File: src/rtl/pwm_demodulator.sv
// PWM duty-cycle demodulator: measures high time over 2^W-cycle windows aligned
// to PWM rising edges and publishes one saturated W-bit sample per window.
module pwm_demodulator #(
  parameter int W           = 8,
  parameter int SYNC_STAGES = 2
) (
  input  logic         clk,
  input  logic         rst,
  input  logic         en,
  input  logic         PWM_in,
  output logic [W-1:0] dataOut,
  output logic         valid,
  output logic         locked
);

  typedef enum logic [1:0] {
    IDLE,
    SEEK,
    MEASURE
  } stateE;

  localparam logic [W-1:0] LAST = '1;

  stateE                  state;
  logic [SYNC_STAGES-1:0] syncReg;
  logic                   sD;
  logic [W-1:0]           wcnt;
  logic [W:0]             hcnt;
  logic [W-1:0]           tcnt;
  logic                   edge0;
  logic                   mismatch;

  logic                   s;
  logic                   rise;
  logic                   lastCycle;
  logic                   edge0Now;
  logic                   mismatchNow;
  logic [W:0]             hcntNext;
  logic [W-1:0]           sample;

  assign s           = syncReg[SYNC_STAGES-1];
  assign rise        = s & ~sD;
  assign lastCycle   = (wcnt == LAST);
  assign edge0Now    = edge0 | (rise & (wcnt == '0));
  assign mismatchNow = mismatch | (rise & (wcnt != '0));
  assign hcntNext    = hcnt + (W+1)'(s);
  // A fully high window counts 2^W cycles, which does not fit in W bits.
  assign sample      = hcntNext[W] ? LAST : hcntNext[W-1:0];

  // NOTE: every register here uses <= so all updates see the pre-edge values;
  // blocking assignments would make the result depend on statement order.
  always_ff @(posedge clk or posedge rst) begin
    if (rst) begin
      state    <= IDLE;
      syncReg  <= '0;
      sD       <= 1'b0;
      wcnt     <= '0;
      hcnt     <= '0;
      tcnt     <= '0;
      edge0    <= 1'b0;
      mismatch <= 1'b0;
      dataOut  <= '0;
      valid    <= 1'b0;
      locked   <= 1'b0;
    end else begin
      syncReg <= {syncReg[SYNC_STAGES-2:0], PWM_in};
      sD      <= s;
      valid   <= 1'b0;
      if (!en) begin
        state  <= IDLE;
        locked <= 1'b0;
      end else begin
        unique case (state)
          IDLE: begin
            state <= SEEK;
            tcnt  <= '0;
          end
          SEEK: begin
            tcnt <= tcnt + W'(1);
            if (rise) begin
              // The rise cycle itself is window cycle 0 and is already high.
              state    <= MEASURE;
              wcnt     <= W'(1);
              hcnt     <= (W+1)'(1);
              edge0    <= 1'b1;
              mismatch <= 1'b0;
            end else if (tcnt == LAST) begin
              state    <= MEASURE;
              wcnt     <= '0;
              hcnt     <= '0;
              edge0    <= 1'b0;
              mismatch <= 1'b0;
            end
          end
          MEASURE: begin
            wcnt     <= wcnt + W'(1);
            hcnt     <= hcntNext;
            edge0    <= edge0Now;
            mismatch <= mismatchNow;
            if (lastCycle) begin
              dataOut  <= sample;
              valid    <= 1'b1;
              locked   <= edge0Now & ~mismatchNow;
              hcnt     <= '0;
              edge0    <= 1'b0;
              mismatch <= 1'b0;
              if (mismatchNow) begin
                state <= SEEK;
                tcnt  <= '0;
              end
            end
          end
          default: state <= IDLE;
        endcase
      end
    end
  end

endmodule
File: config.mk
export PLATFORM = sky130hd
export DESIGN_NAME = pwm_demodulator
export DESIGN_NICKNAME = d
export VERILOG_FILES = /design/src/rtl/pwm_demodulator.sv
export SDC_FILE = /design/constraint.sdc
export NUM_CORES = 1
export LEC_CHECK = 0
export CORE_ASPECT_RATIO = 0.5
export CORE_MARGIN = 5
export CORE_UTILIZATION = 63
export DETAILED_ROUTE_END_ITERATION = 8
export MAX_ROUTING_LAYER = met4
export PLACE_DENSITY = 0.84
export SKIP_LAST_GASP = 1
export SYNTH_ARGS = -nofsm -noshare
export SYNTH_HDL_FRONTEND = slang
export SYNTH_SLANG_ARGS = --single-unit
File: constraint.sdc
create_clock -name clk -period 3.33 [get_ports clk]
set_clock_uncertainty 0.2 [all_clocks]
set_input_delay 0.999 -clock clk [delete_from_list [all_inputs] [get_ports clk]]
set_output_delay 0.999 -clock clk [all_outputs]
set_load 0.02 [all_outputs]
==> summary.txt <==
outcome: finished, final reports clean
flop-to-flop setup slack: 1.01 ns
Lkg Pwr: 0.00109 µW
H-tree level count: 2
Hold Vio Cnt, Final: 0
Hold Path End: syncReg[1]
max-cap check violation count: 0
largest net degree at the start of global routing: 43
CTS Sinks: 42
placed cell area: 0.00249 mm²
Post-synth EDFFs: 0
core area: 0.00349 mm²
Hold Worst Slack: 0.156 ns
CP Max Fanout: 10
post-DP HPWL: 3.53 mm
Area contributors post-synth: dfrtp_1 (45%), a21oi_2 (3.4%), a31oi_1 (3.0%), ha_1 (2.7%), a21oi_1 (2.6%)
sequential share of power: 51.9%
Async SR Flop Fraction: 100%
Final Slew Violations: 0
worst hold path type: reg2reg
initial antenna violation count: 0
worst path arrival time: 2.81 ns
startpoint types: primary input
RSZ-0062 raised after global routing: no
drt first pass iters: 4
HP Start: syncReg[0]
Relative slew margins: 57.1%
Layout Nets: 257
GRT Resource Usage Total: 23.2%
power per cell area: 458 mW/mm²
Fillers: 271
Post-route DRC: 0
CP required: 3.31 ns
Seq/Total Area, Yosys: 45.2%
Finished Layout Cells: 300
Top FF cell, synth: dfrtp_1
unique cell type count in the Yosys netlist: 57
area added between synthesis and finish: 11.6%
DR vias: 1878
Yosys warning total: 0
ratio of cells with drive above 1 in the final layout: 12.4%
instance count of the mapped netlist: 233
initial DRC count: 95
reg2reg start: syncReg[1]
number of buffers added on ports: 13
Net Sw Frac: 28.1%
depth of the worst register-to-register path: 6
placer's final routability congestion estimate: 0.853
CTS buffer count: 5
slew of the pin with the lowest slew margin: 0.643 ns
Logic pwr share: 14.6%
CP endpoint kind: register
hold_buf cts: 0
period utilization: 85.0%
Multi-input gate area: 0.00113 mm²
Reg area: 0.00105 mm²
Clk pwr share: 33.5%
setup tns final: 0 ns
# Post-CTS Setup Buffers: 0
Syn Nets: 242
vias in the first global route: 1770
FF-to-FF End: dataOut[0]
post-synth top area share: 45.2%
clock period minus worst slack: 2.83 ns
final instance area: 0.00260 mm²
ANT nets after route: 0
clock latency at the later pin of the worst-skew pair: 0.29 ns
die width: 96.0 µm
die area: 0.00508 mm²
flip-flop and latch count after synthesis: 42
final WL: 4.96 mm
Post-Place Cells: 292
Die Y: 53.0 µm
IO Pins: 14
Peak VDD IR: 325 µV
CTS tree: done
Pint: 855 µW
Clock Pin Slew Worst Setup and Hold Paths: 0.08 ns
diode count: 0
global-route wire length before repair: 8.60 mm
worst-case clock buffer depth: 2
Avg Cell Area, Syn: 9.99 µm²
per-cell routed wire length: 16.5 µm
Starting Density: 66.7%
Worst Hold Depth: 0
Via density: 6.26
critical path class: in2reg
Root Buffer: clkbuf_8
P_sw: 334 µW
number of core rows: 15
leading area contributor after synthesis: dfrtp_1
total gr overflow: 0
cell area after synthesis: 0.00233 mm²
Max Freq: 0.353 GHz
setup violators final: 0
Post-CTS Resized: 0
-- power by group through the flow --
stage          combinational [µW]  clock (µW)  sequential, µW
2_1_floorplan                 142           0             609
3_3_place_gp                  169           0             621
3_5_place_dp                  173           0             625
4_1_cts                       175         404             615
5_1_grt                       197         431             626
6_report                      174         399             617
-- kinds of logic after synthesis --
logic type	after synthesis	synth area share, %
multiplexers	5	2.26
AO/OA/AOI/OAI	77	24.1
AND/OR/NAND/NOR	70	17.2
buffers and inverters	28	6.34
adder cells (fa/ha/maj)	5	2.69
XOR/XNOR	6	2.26
flip-flops	42	45.2
-- cells in the mapped netlist (all sizes together) (2+ instances only) --
cell / n
a211o: 2
a211oi: 2
a21o: 2
a21oi: 21
a221o: 2
a22oi: 2
a31oi: 11
a41oi: 2
and2: 2
and3: 5
and4: 3
buf: 10
clkbuf: 2
dfrtp: 42
ha: 5
inv: 15
mux2: 2
mux2i: 3
nand2: 9
nand2b: 3
nand3: 10
nand3b: 2
nand4: 4
nor2: 14
nor2b: 4
nor3: 6
nor3b: 3
o21a: 2
o21ai: 16
o2bb2ai: 4
o31ai: 2
xnor2: 2
xor2: 4
-- area by class of cell --
cell class / count / area share (%)
inverters: 16 / 2.31
well taps: 51 / 2.46
clock inverters: 2 / 1.45
multi-input cells: 163 / 43.5
repair buffers: 20 / 7.04
flip-flops and latches: 42 / 40.5
clock buffers: 6 / 2.80
-- flip-flops by register name (all words and copies together) (netlist names) --
signal and count:
dataOut 8, edge0 1, hcnt 9, locked 1, mismatch 1, sD 1
state 2, syncReg 2, tcnt 8, valid 1, wcnt 8
-- stage by stage --
stage | utilization, % | power, µW | setup WS (ns)
after global placement | 71.2 | 790 | 0.309
final | 74.4 | 1190 | 0.501
after global routing | 74.4 | 1250 | 0.418
after detailed placement | 71.2 | 798 | 0.225
after CTS | 74.4 | 1190 | 0.513
after floorplan | - | 751 | 0.904
-- cell usage in the layout (no fill, tap or decap), drive strengths merged, types with 4 or more instances in the layout --
cell / instances
inv: 15
xor2: 4
clkdlybuf4s50: 13
nor2b: 4
nand3: 10
a21oi: 21
dfrtp: 42
a31oi: 11
nand2: 9
nor3: 6
nor2: 14
nand4: 4
ha: 5
clkbuf: 6
and3: 5
buf: 7
o21ai: 16
o2bb2ai: 4
-- layer usage --
layer | vias up | track usage, % | wire length (µm)
li1 | 883 | - | -
met1 | 915 | 29.2 | 2210
met2 | 73 | 37.9 | 2370
met3 | 7 | 5.68 | 335
met4 | 0 | 6.37 | 40
met5 | - | - | 0
-- how the worst max path moves through the flow --
stage	start	to	slack, ns
2_1_floorplan	en	hcnt[0]	0.90
3_5_place_dp	en	dataOut[0]	0.22
4_1_cts	en	dataOut[7]	0.51
6_report	en	dataOut[0]	0.50
5_1_grt	en	dataOut[0]	0.42
3_3_place_gp	en	dataOut[1]	0.31
-- worst max-delay path: stages --
cell and delay, ns:
clkdlybuf4s50_1 0.76, and3b_1 0.28, and3_1 0.18, and3_1 0.47, a21oi_2 0.12
(Power assumes the default switching activity.)
